$ cat src/rtl/audio_interp.sv
// audio_interp: linear interpolator from a slow audio sample stream up to a
// fast output beat stream. RATIO output beats are produced per input sample
// by stepping a fixed-point accumulator from cur toward nxt.
//
// Ports:
//   clk_in, rst_in          clock, synchronous active-high reset
//   s00_axis_tvalid/tdata   input samples (signed 16-bit in tdata[15:0])
//   s00_axis_tready         high while the pending slot is empty
//   m00_axis_tready         downstream step enable
//   m00_axis_tvalid/tdata   interpolated sample, sign-extended to full width
//   m00_axis_tlast          last beat of an interpolation segment
//   m00_axis_tstrb          constant all ones
//
// Optional feature: define AUDIO_INTERP_PREEMPH_EN to apply a first-order
// pre-emphasis (gain PREEMPH_K / 4096 on the sample difference) before storage.
module audio_interp #(
  parameter int C_S00_AXIS_TDATA_WIDTH = 32,
  parameter int C_M00_AXIS_TDATA_WIDTH = 32,
  parameter int RATIO                  = 5208,
  parameter int FRAC_BITS              = 24
`ifdef AUDIO_INTERP_PREEMPH_EN
  ,
  parameter int PREEMPH_K              = 14746
`endif
) (
  input  logic                                clk_in,
  input  logic                                rst_in,
  input  logic                                s00_axis_tvalid,
  input  logic [C_S00_AXIS_TDATA_WIDTH-1:0]   s00_axis_tdata,
  output logic                                s00_axis_tready,
  input  logic                                m00_axis_tready,
  output logic                                m00_axis_tvalid,
  output logic [C_M00_AXIS_TDATA_WIDTH-1:0]   m00_axis_tdata,
  output logic                                m00_axis_tlast,
  output logic [C_M00_AXIS_TDATA_WIDTH/8-1:0] m00_axis_tstrb
);

  // 16 integer bits + sign + headroom for slope products and rounding overshoot
  localparam int ACC_W = FRAC_BITS + 20;
  localparam int CNT_W = $clog2(RATIO);
  localparam longint unsigned ONE   = 64'd1 << FRAC_BITS;
  localparam longint unsigned INC_U = (ONE + 64'(RATIO / 2)) / 64'(RATIO);
  localparam logic signed [FRAC_BITS+1:0] INC = (FRAC_BITS + 2)'(INC_U);
  localparam logic [CNT_W-1:0] LAST = CNT_W'(RATIO - 1);

  typedef enum logic [1:0] {S_EMPTY, S_PRIME, S_RUN, S_STARVE} state_t;

  state_t                    r_state;
  logic signed [15:0]        r_cur;
  logic signed [15:0]        r_nxt;
  logic signed [15:0]        r_pend;
  logic                      r_pend_valid;
  logic [CNT_W-1:0]          r_cnt;
  logic signed [ACC_W-1:0]   r_acc;
  logic signed [ACC_W-1:0]   r_slope;

  logic signed [15:0]        w_raw;
  logic signed [15:0]        w_in;
  logic signed [15:0]        w_shift_in;
  logic                      w_iacc;
  logic                      w_ohs;
  logic                      w_seg_end;
  logic signed [ACC_W-FRAC_BITS-1:0] w_int;
  logic signed [15:0]        w_sat;
  logic signed [15:0]        w_out;

  function automatic logic signed [ACC_W-1:0] f_base(input logic signed [15:0] s);
    logic signed [ACC_W-1:0] t;
    t = ACC_W'(s);
    return t <<< FRAC_BITS;
  endfunction

  function automatic logic signed [ACC_W-1:0] f_slope(input logic signed [15:0] a,
                                                      input logic signed [15:0] b);
    logic signed [16:0]      d;
    logic signed [ACC_W-1:0] dx;
    logic signed [ACC_W-1:0] ix;
    d  = 17'(b) - 17'(a);
    dx = ACC_W'(d);
    ix = ACC_W'(INC);
    return dx * ix;
  endfunction

  assign w_raw = s00_axis_tdata[15:0];

  generate
    if (C_S00_AXIS_TDATA_WIDTH > 16) begin : g_unused_in
      logic w_unused_hi;
      assign w_unused_hi = ^s00_axis_tdata[C_S00_AXIS_TDATA_WIDTH-1:16];
    end
  endgenerate

`ifdef AUDIO_INTERP_PREEMPH_EN
  logic signed [15:0] r_xprev;

  function automatic logic signed [15:0] f_preemph(input logic signed [15:0] x,
                                                   input logic signed [15:0] xp);
    logic signed [16:0] d;
    logic signed [39:0] p;
    logic signed [39:0] y;
    d = 17'(x) - 17'(xp);
    p = (40'(d) * 40'(PREEMPH_K)) >>> 12;
    y = 40'(x) + p;
    if (y > 40'sd32767)       return 16'sh7FFF;
    else if (y < -40'sd32768) return 16'sh8000;
    else                      return y[15:0];
  endfunction

  assign w_in = f_preemph(w_raw, r_xprev);
`else
  assign w_in = w_raw;
`endif

  assign s00_axis_tready = !r_pend_valid;
  assign w_iacc          = s00_axis_tvalid && !r_pend_valid;
  assign w_ohs           = (r_state == S_RUN) && m00_axis_tready;
  assign w_seg_end       = w_ohs && (r_cnt == LAST);
  // A sample arriving on the segment-end cycle is used directly as the new
  // nxt, which is equivalent to parking it in pend and shifting immediately.
  assign w_shift_in      = r_pend_valid ? r_pend : w_in;

  assign w_int = r_acc[ACC_W-1:FRAC_BITS];

  always_comb begin
    w_sat = w_int[15:0];
    if (w_int > (ACC_W-FRAC_BITS)'(32767))       w_sat = 16'sh7FFF;
    else if (w_int < -(ACC_W-FRAC_BITS)'(32768)) w_sat = 16'sh8000;
  end

  always_comb begin
    w_out = '0;
    case (r_state)
      S_RUN:    w_out = w_sat;
      S_STARVE: w_out = r_nxt;
      default:  w_out = '0;
    endcase
  end

  assign m00_axis_tvalid = (r_state == S_RUN) || (r_state == S_STARVE);
  assign m00_axis_tlast  = (r_state == S_RUN) && (r_cnt == LAST);
  assign m00_axis_tdata  = C_M00_AXIS_TDATA_WIDTH'(w_out);
  assign m00_axis_tstrb  = '1;

  always_ff @(posedge clk_in) begin
    if (rst_in) begin
      r_state      <= S_EMPTY;
      r_cur        <= '0;
      r_nxt        <= '0;
      r_pend       <= '0;
      r_pend_valid <= 1'b0;
      r_cnt        <= '0;
      r_acc        <= '0;
      r_slope      <= '0;
`ifdef AUDIO_INTERP_PREEMPH_EN
      r_xprev      <= '0;
`endif
    end else begin
`ifdef AUDIO_INTERP_PREEMPH_EN
      if (w_iacc) r_xprev <= w_raw;
`endif
      case (r_state)
        S_EMPTY: begin
          if (w_iacc) begin
            r_cur   <= w_in;
            r_state <= S_PRIME;
          end
        end
        S_PRIME: begin
          if (w_iacc) begin
            r_nxt   <= w_in;
            r_acc   <= f_base(r_cur);
            r_slope <= f_slope(r_cur, w_in);
            r_cnt   <= '0;
            r_state <= S_RUN;
          end
        end
        S_RUN: begin
          if (w_seg_end) begin
            r_cnt <= '0;
            if (r_pend_valid || w_iacc) begin
              r_cur        <= r_nxt;
              r_nxt        <= w_shift_in;
              r_pend_valid <= 1'b0;
              r_acc        <= f_base(r_nxt);
              r_slope      <= f_slope(r_nxt, w_shift_in);
            end else begin
              r_state <= S_STARVE;
            end
          end else begin
            if (w_ohs) begin
              r_acc <= r_acc + r_slope;
              r_cnt <= r_cnt + CNT_W'(1);
            end
            if (w_iacc) begin
              r_pend       <= w_in;
              r_pend_valid <= 1'b1;
            end
          end
        end
        S_STARVE: begin
          if (w_iacc) begin
            r_cur   <= r_nxt;
            r_nxt   <= w_in;
            r_acc   <= f_base(r_nxt);
            r_slope <= f_slope(r_nxt, w_in);
            r_cnt   <= '0;
            r_state <= S_RUN;
          end
        end
        default: r_state <= S_EMPTY;
      endcase
    end
  end

endmodule

$ cat config.mk
export PLATFORM = sky130hd
export DESIGN_NAME = audio_interp
export DESIGN_NICKNAME = d
export VERILOG_FILES = /design/src/rtl/audio_interp.sv
export SDC_FILE = /design/constraint.sdc
export NUM_CORES = 1
export LEC_CHECK = 0
export CORE_ASPECT_RATIO = 1.2
export CORE_UTILIZATION = 60
export CTS_CLUSTER_DIAMETER = 60
export DETAILED_ROUTE_END_ITERATION = 8
export PLACE_DENSITY = 0.8
export SYNTH_ARGS = -nofsm -noshare
export SYNTH_HDL_FRONTEND = slang
export SYNTH_SLANG_ARGS = --single-unit
$ cat constraint.sdc
create_clock -name clk_in -period 22.1 [get_ports clk_in]
set_input_delay 4.42 -clock clk_in [delete_from_list [all_inputs] [get_ports clk_in]]
set_output_delay 4.42 -clock clk_in [all_outputs]
set_load 0.02 [all_outputs]
# ---- Word-level counts from Yosys, hierarchy flattened
# Index checks and enable logic that the tools add are counted.
dict set report classes {
  mul 3
  bitwise 1
  mux 35
  shifts 0
  n_reduce_logical 21
  eq_ne 14
  n_addsub 5
  order_cmp 2
  n_div 0
}
# op n
set op_table {}
lappend op_table {{44-bit two-way mux} 9}
lappend op_table {{44-bit case mux with 3 select lines} 2}
lappend op_table {{16-bit two-way mux} 9}
lappend op_table {{17-bit by 13-bit multiplier with 30-bit output, second input constant} 3}
lappend op_table {{16-bit case mux with 2 select lines} 2}
lappend op_table {{16-bit by 16-bit subtractor with 17-bit output} 3}
lappend op_table {{16-bit case mux with 3 select lines} 1}
lappend op_table {{44-bit adder} 1}
lappend op_table {{13-bit two-way mux} 3}
lappend op_table {{13-bit case mux with 2 select lines} 1}
lappend op_table {{20-bit by 16-bit > comparator with 1-bit output, second input constant} 1}
lappend op_table {{20-bit by 16-bit < comparator with 1-bit output, second input constant} 1}
lappend op_table {{5-bit AND reduction} 3}
lappend op_table {{13-bit by 1-bit adder with 13-bit output, second input constant} 1}
lappend op_table {{13-bit equality test, second input constant} 1}
lappend op_table {{2-bit != test, second input constant} 5}
lappend op_table {{3-bit AND reduction} 3}
lappend op_table {{2-bit two-way mux} 4}
lappend op_table {{4-bit AND reduction} 2}
lappend op_table {{2-bit by 1-bit != test with 1-bit output, second input constant} 3}
lappend op_table {{2-bit case mux with 3 select lines} 1}
lappend op_table {{3-bit nonzero test} 2}
lappend op_table {{2-bit equality test, second input constant} 2}
lappend op_table {{1-bit logical AND} 4}
lappend op_table {{10 further kinds} 14}
dict set report word_totals {
  word_cells 89
  n_memories 0
  romBits 0
  output_inout_bits 39
  register_bits 152
  ramBits 0
  latch_bits 0
}

# ---- Depth between registers and ports, before layout
dict set report logic_depth {
  word_depth 6
  ltp_mapped 32
  ltp_nobuf 32
}

# ---- Worst setup path before layout
# Ideal clock, no wire load.
dict set report synth_path {
  path_type {input -> register}
  startpoint {in s00_axis_tdata[1]}
  endpoint {reg r_slope[26]}
  path_slack_ns 11.118
  required_time_ns 21.968
  cell_stages 29
  path_buffers 0
  arrival_time_ns 10.850
  path_cell_list {mux2_2 ha_1 nor2b_1 o31ai_1 nand2_1 nor3_1 nor2_1 nor2_1 xor2_1 inv_1 ha_1 fa_1 inv_1 fa_1 inv_1 fa_1 inv_1 fa_1 inv_1 ha_1 nand4_1 nor4_1 nor3_1 o311ai_1 nor2_1 o21ba_2 xnor2_1 a221oi_1 nor3_1}
}
dict set report synth_via {
  elab_chain_cells 6
}
# element line
set synth_rtl {}
lappend synth_rtl {{from (decl)} 29} ;# input logic [C_S00_AXIS_TDATA_WIDTH-1:0] s00_axis_tdata,
lappend synth_rtl {{16-bit two-way mux} 120} ;# assign w_shift_in = r_pend_valid ? r_pend : w_in;
lappend synth_rtl {{16-bit by 16-bit subtractor with 17-bit output} 78} ;# d = 17'(b) - 17'(a);
lappend synth_rtl {{17-bit by 13-bit multiplier with 30-bit output} 81} ;# return dx * ix;
lappend synth_rtl {{44-bit two-way mux} 180} ;# if (r_pend_valid || w_iacc) begin
lappend synth_rtl {{44-bit two-way mux} 178} ;# if (w_seg_end) begin
lappend synth_rtl {{44-bit case mux with 3 select lines *} 161} ;# case (r_state)
lappend synth_rtl {{to (signal assigned)} 172} ;# r_slope <= f_slope(r_cur, w_in);
lappend synth_rtl {{to (signal assigned)} 185} ;# r_slope <= f_slope(r_nxt, w_shift_in);
lappend synth_rtl {{to (signal assigned)} 205} ;# r_slope <= f_slope(r_nxt, w_in);
lappend synth_rtl {{to (decl)} 55} ;# logic signed [ACC_W-1:0] r_slope;
# Mark *: on every way between the ends. The rest lies on a longest branch, timed or not. The select of a mux whose other input is x is not followed.
# A chain may end at the register's enable or synchronous reset.

# ---- Worst setup path after layout
dict set report layout_path {
  startpoint {in s00_axis_tdata[1]}
  endpoint {reg r_slope[42]}
}
# Same word-level chain as after synthesis.

==> results.py <==
metrics = {
    "run_status": {
        "outcome": "completed",
    },
    "global_route": {
        "antenna_found_initial": 1,
        "grt_pass1_wl_um": 103000,
        "grtUsageTotal_pct": 33.2,
        "grt_overflow": 0,
        "grt_max_degree": 72,
        "grt_pass1_vias": 20300,
    },
    "detailed_routing": {
        "drc_errors": 0,
        "wl_met3_um": 4060,
        "viasPerCell": 6.17,
        "routed_wl_um": 63600,
        "avgRoutedWirePerCell_um": 19.3,
        "first_pass_iters": 7,
        "vias": 20300,
        "drtIter0Drc": 1736,
        "met1_length_um": 24900,
        "drtAntennaViolNets": 0,
        "dr_wl_met2_um": 30400,
        "routed.top_layer": "met5",
    },
    "cts": {
        "path_clk_slew_ns": 0.07,
        "cts_hold_buffers": 0,
        "clock-sinks": 138,
        "cts_tree": "done",
        "clk_path_buf_depth": 2,
        "postCtsSetupBuffers": 0,
        "cts_root_buf": "clkbuf_16",
        "post_cts_resized": 0,
        "cts_made_buffers": 17,
        "htree_levels": 4,
        "clk_latency_ns": 0.45,
    },
    "floorplanning": {
        "rows": 78,
        "initial_core_util_pct": 60.7,
        "dieArea_sq_mm": 0.0390,
        "core_area_sq_mm": 0.0378,
        "ios": 75,
        "die-width_um": 180,
        "die_h_um": 216,
    },
    "placement": {
        "dp_hpwl_um": 50500,
        "port_buffers": 54,
        "place_congestion": 0.961,
        "post-place-ws_ns": 9.25,
    },
    "sta": {
        "tns_ns": 0,
        "post-route-min-period_ns": 12.55,
        "period_share_pct": 56.8,
        "rsz0062_at_grt": "no",
        "slew_viol_final": 0,
        "setup_violations": 0,
        "hold_viol_final": 0,
        "slew-limit-headroom_pct": 17.0,
        "skew_ns": 0.0109,
        "fmax_mhz": 79.7,
        "fin_ws_ns": 9.55,
        "tightestPinTransition_ns": 1.24,
    },
    "synthesis": {
        "yosysWarnings": 0,
        "syn_area_per_cell_sq_um": 8.13,
        "synth_cells": 2821,
        "seq_area_frac_synth_pct": 12.1,
        "synth_cell_types": 93,
        "synth-seq-cells": 138,
        "ys.flop_type": "dfxtp_1",
        "synth-edff-count": 0,
        "synthArstFlopShare_pct": 0,
        "synth_area_sq_mm": 0.0229,
    },
    "critical_path": {
        "worst_ep_required_time_ns": 22.40,
        "crit_fanout": 8,
        "arrival_ns": 12.86,
        "critPathLaunch": "s00_axis_tdata[1]",
        "cp-end-kind": "register",
        "max_stage_delay_ns": 0.79,
        "reg2reg_from": "r_pend_valid",
        "worst_path_most_repeated_cell": "o21ai_0",
        "slowest_stage": "clkdlybuf4s50_1",
        "worstSetupStartpointType": "input pin",
        "critPathKind": "in -> reg",
    },
    "finish": {
        "layout_commonest_cell": "inv_1",
        "n_fill_cell": 3229,
        "syn2layout_area_growth_pct": 5.93,
        "layout-drive-gt1-share_pct": 4.05,
        "nets": 3377,
        "final_cell_mix": "inv_1, ha_1, nor2_1, a21oi_1, fa_1",
    },
    "min_path": {
        "min_from": "r_slope[17]",
        "hold_path.class": "reg -> reg",
    },
    "run": {
        "maxCapViolations": 0,
    },
}
path summary, 6_finish.rpt:
check        depth (start not counted)  slack [ns]          end
max                                 31        9.55  r_slope[42]
min                                  2        0.47  r_slope[17]
max reg2reg                         30       13.31  r_slope[25]
min reg2reg                          2        0.47  r_slope[17]
flip-flops by register name, indices dropped and copies added (netlist names):
register      count
r_pend_valid      1
r_pend           16
r_acc            44
r_slope          30
r_cnt            13
r_nxt            16
r_state           2
r_cur            16
synth_stat cells, types with 22 or more instances:
library cell / n / share of area, %
dfxtp_1: 138 / 12
ha_1: 381 / 21
xnor2_1: 134 / 5.1
a31oi_1: 25 / 0.68
xor2_1: 77 / 2.9
o211ai_1: 29 / 0.95
o31ai_1: 24 / 0.79
inv_1: 427 / 7.0
mux2i_1: 42 / 1.8
a21oi_1: 169 / 3.7
clkbuf_1: 62 / 1.0
nor2b_1: 48 / 1.3
a211oi_1: 49 / 1.6
nand2_1: 159 / 2.6
o21bai_1: 22 / 0.72
nand3_1: 47 / 1.0
a22oi_1: 23 / 0.75
fa_1: 161 / 14
o21ai_0: 131 / 2.9
a21o_1: 74 / 2.4
nor2_1: 233 / 3.8
nor3_1: 50 / 1.1
stage by stage:
stage               hold slack [ns]  instances  util, %  cell area, sq um
global placement              0.449       3260     62.7             23700
floorplan                     0.436       2824        -             22900
finish                        0.465       3293     64.3             24300
CTS                           0.463       3292     64.3             24300
global route                  0.490       3292     64.3             24300
detailed placement            0.456       3260     62.7             23700
critical path: cells and delay by family:
kind	cells	cell delay (ns)
buf+inv	5	1.19
simple gates	5	0.69
fa+ha+maj	5	2.36
compound gates	14	3.45
xor+xnor	2	0.75
routing by layer:
layer  vias up  track usage (%)
met5         -                0
met4         2             20.3
met3       223             4.67
met2       734             57.3
met1      9753             39.0
li1       9604                -
kinds of logic (layout without fill, tap and decap cells):
kind of cell | after synthesis | after routing | synth area share (%)
XOR/XNOR | 212 | 212 | 8.13
AND/OR/NAND/NOR | 643 | 643 | 13.0
AO/OA/AOI/OAI | 679 | 679 | 19.6
multiplexers | 62 | 62 | 2.82
flip-flops | 138 | 138 | 12.1
buffers and inverters | 544 | 532 | 9.44
other | 1 | 5 | 0.0164
adder cells (fa/ha/maj) | 542 | 542 | 34.9
area by class of cell:
class                      count  area, sq um  area share, %
multi-input combinational   2142        18000           74.2
sequential                   138         2770           11.4
inverter                     429         1620           6.65
timing repair buffer          71          666           2.74
tap                          480          601           2.47
clock buffer                  19          453           1.87
clock inverter                13          156          0.644
antenna                        1         2.50         0.0103
Power is left out: the tool's default activity adds up to more than one toggle a clock period on the data nets, which glitch-free logic cannot reach.
